**config.mk**
```make
export PLATFORM = sky130hd
export DESIGN_NAME = uat
export DESIGN_NICKNAME = d
export VERILOG_FILES = /design/src/rtl/uat.sv
export SDC_FILE = /design/constraint.sdc
export NUM_CORES = 1
export LEC_CHECK = 0
export ABC_AREA = 1
export CORE_UTILIZATION = 55
export DETAILED_ROUTE_END_ITERATION = 10
export PLACE_DENSITY = 0.78
export RECOVER_POWER = 50
export SYNTH_ARGS = -nofsm -noshare
export SYNTH_HDL_FRONTEND = slang
export SYNTH_SLANG_ARGS = --single-unit
```
**constraint.sdc**
```tcl
create_clock -name clk -period 3.2 [get_ports clk]
set_input_delay 0.48 -clock clk [delete_from_list [all_inputs] [get_ports clk]]
set_output_delay 0.48 -clock clk [all_outputs]
set_load 0.01 [all_outputs]
```
**src/rtl/uat.sv**
```systemverilog
// uat: serial transmitter, start bit, DATA_BITS LSB-first, optional parity, STOP_BITS stop bits.
// A one-deep holding register lets frames run back to back. Even parity is built when UAT_PARITY_EN is defined.
module uat #(
   parameter int CLKS_PER_BIT = 8,
   parameter int DATA_BITS    = 8,
   parameter int STOP_BITS    = 1
) (
   input  logic                 clk,
   input  logic                 gl_reset,
   input  logic [DATA_BITS-1:0] dIn,
   input  logic                 dLoad,
   output logic                 dReady,
   output logic                 dOut,
   output logic                 dBusy,
   output logic                 dOverrun
);
   localparam int CW = (CLKS_PER_BIT > 1) ? $clog2(CLKS_PER_BIT) : 1;
   localparam int BW = $clog2(DATA_BITS + STOP_BITS + 1);
   localparam logic [CW-1:0] CNT_LAST  = CW'(CLKS_PER_BIT - 1);
   localparam logic [BW-1:0] DATA_LAST = BW'(DATA_BITS - 1);
   localparam logic [BW-1:0] STOP_LAST = BW'(STOP_BITS - 1);

`ifdef UAT_PARITY_EN
   typedef enum logic [2:0] {
      S_IDLE   = 3'd0,
      S_START  = 3'd1,
      S_DATA   = 3'd2,
      S_PARITY = 3'd3,
      S_STOP   = 3'd4
   } state_t;

   function automatic logic even_parity(input logic [DATA_BITS-1:0] d);
      even_parity = ^d;
   endfunction

   logic parity_r;
`else
   typedef enum logic [1:0] {
      S_IDLE  = 2'd0,
      S_START = 2'd1,
      S_DATA  = 2'd2,
      S_STOP  = 2'd3
   } state_t;
`endif

   state_t               state_r;
   logic [CW-1:0]        cnt_r;
   logic [BW-1:0]        bit_cnt_r;
   logic [DATA_BITS-1:0] hold_r;
   logic [DATA_BITS-1:0] shift_r;
   logic [DATA_BITS-1:0] shift_next_s;
   logic                 ready_r;
   logic                 out_r;
   logic                 busy_r;
   logic                 overrun_r;
   logic                 bit_end_s;
   logic                 launch_s;

   assign bit_end_s    = (cnt_r == CNT_LAST);
   assign shift_next_s = shift_r >> 1'b1;
   // A full hold register starts a frame from IDLE or straight out of the last stop cycle.
   assign launch_s     = !ready_r && ((state_r == S_IDLE) ||
                         ((state_r == S_STOP) && bit_end_s && (bit_cnt_r == STOP_LAST)));

   // Holding register, frame FSM and registered line outputs.
   always_ff @(posedge clk) begin
      if (gl_reset) begin
         state_r   <= S_IDLE;
         cnt_r     <= '0;
         bit_cnt_r <= '0;
         hold_r    <= '0;
         shift_r   <= '0;
         ready_r   <= 1'b1;
         out_r     <= 1'b1;
         busy_r    <= 1'b0;
         overrun_r <= 1'b0;
`ifdef UAT_PARITY_EN
         parity_r  <= 1'b0;
`endif
      end else begin
         overrun_r <= dLoad & ~ready_r;
         if (launch_s) begin
            state_r   <= S_START;
            shift_r   <= hold_r;
            ready_r   <= 1'b1;
            out_r     <= 1'b0;
            busy_r    <= 1'b1;
            cnt_r     <= '0;
            bit_cnt_r <= '0;
`ifdef UAT_PARITY_EN
            parity_r  <= even_parity(hold_r);
`endif
         end else begin
            if (dLoad && ready_r) begin
               hold_r  <= dIn;
               ready_r <= 1'b0;
            end
            case (state_r)
               S_IDLE: begin
                  out_r  <= 1'b1;
                  busy_r <= 1'b0;
                  cnt_r  <= '0;
               end
               S_START: begin
                  if (bit_end_s) begin
                     state_r <= S_DATA;
                     out_r   <= shift_r[0];
                     cnt_r   <= '0;
                  end else begin
                     cnt_r <= cnt_r + CW'(1);
                  end
               end
               S_DATA: begin
                  if (bit_end_s) begin
                     cnt_r <= '0;
                     if (bit_cnt_r == DATA_LAST) begin
                        bit_cnt_r <= '0;
`ifdef UAT_PARITY_EN
                        state_r   <= S_PARITY;
                        out_r     <= parity_r;
`else
                        state_r   <= S_STOP;
                        out_r     <= 1'b1;
`endif
                     end else begin
                        bit_cnt_r <= bit_cnt_r + BW'(1);
                        shift_r   <= shift_next_s;
                        out_r     <= shift_next_s[0];
                     end
                  end else begin
                     cnt_r <= cnt_r + CW'(1);
                  end
               end
`ifdef UAT_PARITY_EN
               S_PARITY: begin
                  if (bit_end_s) begin
                     state_r   <= S_STOP;
                     out_r     <= 1'b1;
                     cnt_r     <= '0;
                     bit_cnt_r <= '0;
                  end else begin
                     cnt_r <= cnt_r + CW'(1);
                  end
               end
`endif
               S_STOP: begin
                  if (bit_end_s) begin
                     cnt_r <= '0;
                     if (bit_cnt_r == STOP_LAST) begin
                        state_r   <= S_IDLE;
                        busy_r    <= 1'b0;
                        out_r     <= 1'b1;
                        bit_cnt_r <= '0;
                     end else begin
                        bit_cnt_r <= bit_cnt_r + BW'(1);
                     end
                  end else begin
                     cnt_r <= cnt_r + CW'(1);
                  end
               end
               default: begin
                  state_r <= S_IDLE;
                  out_r   <= 1'b1;
                  busy_r  <= 1'b0;
                  cnt_r   <= '0;
               end
            endcase
         end
      end
   end

   assign dReady   = ready_r;
   assign dOut     = out_r;
   assign dBusy    = busy_r;
   assign dOverrun = overrun_r;
endmodule
```
After elaboration in Yosys (flattened, before gate mapping)
Cells that the tools add are included.
{ "word_totals": {"inputBits": 11, "out_inout_bits": 4, "elab_cells": 83, "register_bits": 29} }
{ "classes": {"bitwise_logic": 3, "muxes": 29, "n_reduce_logical": 23, "n_eq_ne": 16, "addsub": 2} }
{ "op_table": {"columns": ["operator", "count"], "rows": [
  ["$mux 8", 4],
  ["$mux 4", 4],
  ["$ne 3x3->1 const B", 4],
  ["$reduce_and 6->1", 2],
  ["$mux 1", 10],
  ["$mux 2", 5],
  ["$ne 2x2->1 const B", 5],
  ["$reduce_and 3->1", 3],
  ["$pmux 4 s2", 1],
  ["$pmux 2 s3", 1],
  ["$pmux 3 s2", 1],
  ["$reduce_bool 2->1", 3],
  ["$reduce_bool 3->1", 2],
  ["$add 4x1->4 const B", 1],
  ["$eq 2x2->1 const B", 2],
  ["$eq 4x3->1 const B", 1],
  ["$logic_and 1x1->1", 4],
  ["$logic_not 4->1", 1],
  ["$pmux 1 s4", 1],
  ["$reduce_and 4->1", 1],
  ["$reduce_bool 4->1", 1],
  ["$add 3x1->3 const B", 1],
  ["$eq 3x3->1 const B", 1],
  ["$mux 3", 1],
  ["other kinds (12)", 13]
]} }

Longest topological paths before layout
Gate-level depths: netlist (run 1).
{ "depth": {"depth_word": 7, "ltp_mapped": 12, "depth_no_buf": 11} }

Least setup slack after synthesis (run 1)
OpenSTA, ideal clock, no wires.
{ "synth_timing": {"path_type": "register to register", "start": "register cnt_r[0]", "end": "register shift_r[0]", "t_arrival_ps": 1401, "setup_ps": 110, "slack_ps": 1689, "synth_period_minus_slack_ps": 1511, "t_required_ps": 3090, "n_path_buf": 1, "path_stages_with_launch": 13, "path_cell_list": "dfxtp_1 ha_1 ha_1 nand2_1 inv_2 nand3_4 nand2_2 nand2_4 buf_6 nand3_1 nand3_1 nand2_1 inv_1"} }
{ "synth_between": {"elab_chain_cells": 7, "word_cells_on_any_way": 10, "cone_classes": "eq/ne: 2; mux: 1; reduce/logical: 7"} }
{ "synth_rtl": {"columns": ["item", "line", "text"], "rows": [
  ["start: declaration", "47", "logic [CW-1:0] cnt_r;"],
  ["start signal: assignment", "110", "cnt_r <= cnt_r + CW'(1);"],
  ["start signal: assignment", "131", "cnt_r <= cnt_r + CW'(1);"],
  ["start signal: assignment", "158", "cnt_r <= cnt_r + CW'(1);"],
  ["$eq 3x3->1 (*)", "59", "assign bit_end_s = (cnt_r == CNT_LAST);"],
  ["$logic_and 1x1->1 (2 in series)", "63", "((state_r == S_STOP) && bit_end_s && (bit_cnt_r == STOP_LAST)));"],
  ["$logic_or 1x1->1", "62", "assign launch_s = !ready_r && ((state_r == S_IDLE) ||"],
  ["$logic_and 1x1->1", "62", null],
  ["$ne 2x2->1 (no source line) / $reduce_bool 2->1 (equally long branches)", null, null],
  ["$reduce_and 3->1 (no source line)", null, null],
  ["end signal: assignment", "84", "shift_r <= hold_r;"],
  ["end signal: assignment", "127", "shift_r <= shift_next_s;"],
  ["end: declaration", "50", "logic [DATA_BITS-1:0] shift_r;"]
]} }
Mark *: on every way between the ends. The rest lies on a longest branch, timed or not.
A chain may end at the register's enable or synchronous reset.

Worst setup path in the final report (run 1)
{ "layout_timing": {"start": "register cnt_r[0]", "end": "register cnt_r[1]"} }
{ "layout_between": {"elab_chain_cells": 6, "word_cells_on_any_way": 9, "cone_classes": "add/sub: 1; eq/ne: 1; mux: 2; reduce/logical: 5"} }
{ "layout_rtl": {"columns": ["item"], "rows": [
  ["parallel branches: the longest is 6 deep, another holds $add 3x1->3"]
]} }
Several ways; the timed one is not identified.

==> flow_summary.toml, run 1 <==
[routing]
drc_errors = 0
routed_via_density = 5.253
drt.antenna.violating_nets = 0
vias = 1329
drtIter0Drc = 45
wire_per_inst_um = 12.49
dr.pass1.iters = 6
routed_wl_um = 3161

[worst_setup_path]
worst-path-buf-inv = 1
start_kind = "register"
slowest_stage = "a21oi_1"
worst-path-stages = 9
critPathRequiredTime_ns = 3.45
critPathMaxStageDelay_ns = 0.51
ff2ff_path_depth = 9
criticalPathCategory = "register to register"
cp_max_fo = 9
crit_chain = "ha_1 > ha_1 > nand2_1 > inv_1 > nand3_4 > a21oi_1 > nor2_2 > nand2_1 > nor2_1"
path_delay_family = "simple AND/OR/NAND/NOR gates"
cp.arrival_ns = 2.26
endpoint_kind = "register"

[timing]
slew_viol_final = 0
holdWs_ns = 0.4371
max_freq_mhz = 495.4
fin_worst_skew_ns = 0.007903
finalHoldViolations = 0
setup_violations = 0
slew_headroom_pct = 57.59
setup_tns_ns = 0
tightestPinTransition_ns = 0.6361
fin_crit_ns = 2.019
fin_crit_sh_pct = 63.09
rsz0062_at_grt = "no"

[power]
p_leak_nw = 0.8165
p_per_area_nw_per_um2 = 530.9
ir_drop_v = 0.0003796

[place]
portBuffers = 14
gp_congestion = 0.8439
place_hpwl_um = 2309
place_inst = 245

[global_route]
grt_pass1_wl_um = 5161
grt_use_total_pct = 25.87
grt_pass1_vias = 1168
grt_max_degree = 19
globalRouteOverflowTotal = 0
antenna_found_initial = 0

[floorplan]
ios = 15
coreArea_sq_um = 2500
die_x_um = 53.64
dieArea_sq_um = 2877
rows = 18
start_util_pct = 58.66
die_h_um = 53.64

[yosys]
yosys_warnings = 0
ys_ff_latch = 29
synth_edf_count = 0
avgSynthCellArea_sq_um = 7.188
synthDistinctLibCells = 25
yosys.area.top_type = "dfxtp_1"
synth_common_cells = "nand2_1 (44), dfxtp_1 (29), nand3_1 (27)"
synth_nets = 224
ys_async_sr_fraction_pct = 0
synth_cells = 204
synth-main-ff-cell = "dfxtp_1"
yosysSeqAreaShare_pct = 39.59
yosysTopAreaCellShare_pct = 39.59
synth_area_leaders = "dfxtp_1 (40%), nand2_1 (11%), nand3_1 (9.2%), ha_1 (7.7%), nor2_1 (6.7%)"
yosysMostFrequentCell = "nand2_1"
synth_area_sq_um = 1466

[cells_and_area]
drive_gt1_share_pct = 7.175
area.growth.synth_to_final_pct = 15.79
insertedDiodeCount = 0
instances_no_fill = 253
final_core_util_pct = 67.92
fill_cells = 207
nets = 242

[clocking]
post_cts_resized = 0
clkSlewWorstSetupHoldPaths_ns = 0.10
holdBufCountCts = 0
clock_latency_ns = 0.34
post_cts_buffers = 0
root_buffer = "clkbuf_4"
cts_tree = "yes"
htree_levels = 2
clk_path_buf_depth = 2
cts_inserted_buffers = 5
cts_sinks = 29

[run_status]
outcome = "complete, no violations"

[worst_hold_path]
hold_path_depth = 1
hp-class = "register to register"

[job]
cap_violations = 0
==> state kept, by name, summed over array words and instances, names as in the netlist <==
register   cells
bit_cnt_r      4
cnt_r          3
dBusy          1
dOut           1
dOverrun       1
dReady         1
hold_r         8
shift_r        8
state_r        2
==> report_power, final <==
group	internal (mW)	switching [mW]	leakage, nW
clock network	0.186	0.136	0.0455
logic	0.0692	0.102	0.534
registers	0.389	0.0185	0.237
total	0.645	0.257	0.816
==> area by class of cell <==
type	instances	area (sq um)	area share, %
Multi-Input combinational cell	144	749.5	44.14
Clock inverter	1	30.03	1.769
Clock buffer	7	55.05	3.242
Timing Repair Buffer	14	140.1	8.253
Inverter	28	105.1	6.190
Sequential cell	29	580.6	34.19
Tap cell	30	37.54	2.211
==> per-stage QoR <==
| stage | power, mW | worst slack, ns | instance area, sq um |
|---|---|---|---|
| 2_1_floorplan | 0.5396 | 1.689 | 1466 |
| 3_3_place_gp | 0.5869 | 1.463 | 1624 |
| 3_5_place_dp | 0.5925 | 1.423 | 1624 |
| 4_1_cts | 0.9115 | 1.290 | 1709 |
| 5_1_grt | 0.9464 | 0.9520 | 1698 |
| 6_report | 0.9014 | 1.181 | 1698 |
==> cell families (layout without fill, tap and decap cells) <==
| kind of cell | after synthesis | after routing | synth area share (%) |
|---|---|---|---|
| AOI/OAI and AO/OA | 29 | 29 | 12.03 |
| adders and majority gates | 9 | 9 | 7.679 |
| buffers and inverters | 31 | 50 | 8.532 |
| DFF | 29 | 29 | 39.59 |
| and+or+nand+nor | 106 | 106 | 32.17 |
==> layer usage <==
layer  share of wire [%]  routed length, um  global-route usage, %  vias up
li1                    -                  -                      -      692
met1                  47               1484                  32.47      597
met2                  47               1477                  41.25       34
met3                 4.6                144                  7.627        6
met4                 1.7                 55                  10.53        0
met5                   0                  0                      0        -
==> final timing paths <==
path / startpoint / slack, ns / end
max: cnt_r[0] / 1.18 / cnt_r[1]
min: cnt_r[0] / 0.44 / cnt_r[0]
max reg2reg: cnt_r[0] / 1.18 / cnt_r[1]
min reg2reg: cnt_r[0] / 0.44 / cnt_r[0]
==> cell usage in the layout (no fill, tap or decap), types with 2 or more instances in the layout <==
master	count
o21ai_1	3
nor2_1	26
inv_1	26
ha_1	9
o211ai_1	3
dfxtp_1	29
nand3b_1	2
nand3_1	27
a21oi_1	8
clkdlybuf4s50_1	10
nand2_1	44
clkbuf_4	5
nor2_2	2
dlygate4sd3_1	4
inv_2	2
o21ai_0	12
(Power assumes the default switching activity.)
==> run 2: changes to the inputs <==
CORE_UTILIZATION = 50   (was 55)
PLACE_DENSITY = 0.74   (was 0.78)
clock period = 1.7 ns   (was 3.2 ns; I/O delays follow)
==> flow_summary.toml, run 2 (same netlist as run 1, synthesis figures left out) <==
[timing]
finalHoldViolations = 0
rsz0062_at_grt = "no"
fin_crit_ns = 1.615
setup_violations = 0
slew_headroom_pct = 69.25
slew_viol_final = 0
setup_tns_ns = 0
max_freq_mhz = 619.1
fin_crit_sh_pct = 95.01
tightestPinTransition_ns = 0.4608
fin_worst_skew_ns = 0.006505

[floorplan]
ios = 15
start_util_pct = 53.18
dieArea_sq_um = 3153
coreArea_sq_um = 2758
rows = 19
die_h_um = 56.16
die_x_um = 56.16

[worst_setup_path]
slowest_stage = "dlygate4sd3_1"
path_delay_family = "buffers and inverters"
r2r_slack_ns = 0.16
start_kind = "register"
cp_max_fo = 6
crit_chain = "dlygate4sd3_1"
critPathMaxStageDelay_ns = 0.62
worst-path-buf-inv = 1
critPathRequiredTime_ns = 1.44
cp.arrival_ns = 1.36
criticalPathCategory = "register to primary output"
endpoint_kind = "primary output"

[global_route]
grt_pass1_wl_um = 5064
globalRouteOverflowTotal = 0
grt_max_degree = 19
antenna_found_initial = 0
grt_pass1_vias = 1294
grt_use_total_pct = 20.75

[cells_and_area]
drive_gt1_share_pct = 9.778
final_cell_mix = "nand2_1 (44), dfxtp_1 (28), nand3_1 (27)"
instances_no_fill = 256
multi_input_area_sq_um = 775.7
nets = 245
fill_cells = 257
insertedDiodeCount = 0
area.growth.synth_to_final_pct = 17.24
layout_commonest_cell = "nand2_1"
ff_latch_area_sq_um = 581.8
top_regs = "hold_r x8, shift_r x8, bit_cnt_r x4"

[power]
p_leak_nw = 0.8170
p_clk_share_pct = 28.0
power.switching_mw = 0.4596
sw_frac_of_total_pct = 30.21
internal_power_mw = 1.062
p_comb_share_pct = 21.7
p_per_area_nw_per_um2 = 885.1
ir_drop_v = 0.0007238
seq_power_share_pct = 50.4

[routing]
drtIter0Drc = 38
routed_via_density = 5.176
vias = 1325
drc_errors = 0
routed_wl_um = 2875
wire_per_inst_um = 11.23
drt.antenna.violating_nets = 0
dr.pass1.iters = 4

[clocking]
post_cts_buffers = 0
post_cts_resized = 0
clkSlewWorstSetupHoldPaths_ns = 0.09
holdBufCountCts = 0
cts_tree = "yes"
cts_inserted_buffers = 5
clock_latency_ns = 0.33
root_buffer = "clkbuf_4"
htree_levels = 2
clk_path_buf_depth = 2
cts_sinks = 29

[run_status]
outcome = "complete, no violations"

[place]
place_hpwl_um = 2195
gp_congestion = 0.8838
portBuffers = 14
place_inst = 249

[worst_hold_path]
hp-class = "register to register"

[job]
cap_violations = 0
==> run 2: path summary, 6_finish.rpt <==
path	cells past startpoint	start	end
setup / recovery	1	dReady	dReady
hold / removal	1	cnt_r[0]	cnt_r[0]
setup reg to reg	10	cnt_r[0]	dOut
hold reg to reg	1	cnt_r[0]	cnt_r[0]
==> run 2: metrics by stage <==
stage                     setup WS, ns  instance area, sq um  total power [mW]  utilization (%)  hold WS, ns
after floorplan                 0.1891                  1466             1.016                -       0.3241
after global placement          0.1691                  1648             1.101            59.76       0.4083
after detailed placement        0.1419                  1648             1.114            59.76       0.4125
after CTS                      0.02706                  1703             1.537            61.75       0.4255
after global routing          0.008856                  1719             1.624            62.34       0.4448
final                          0.08487                  1719             1.522            62.34       0.4197
==> run 2: final cells by class <==
cell class,instances,share of cell area [%]
multi-input cells,144,45.12
inverters,28,6.114
clock buffers,7,3.202
flip-flops and latches,29,33.84
repair buffers,17,9.461
well taps,31,2.256
==> run 2: routing by layer <==
metal,GRT usage [%],vias up,part of all wire [%]
li1,-,698,-
met1,21.11,602,42
met2,37.24,19,53
met3,6.512,6,3.3
met4,11.50,0,1.6
met5,0,-,0
==> run 2: power by group through the flow <==
stage	Combinational [mW]	Clock, mW	Sequential (mW)
detailed placement	0.330	0	0.783
global placement	0.319	0	0.781
global route	0.378	0.471	0.775
finish	0.330	0.426	0.766
CTS	0.333	0.437	0.767
floorplan	0.234	0	0.781
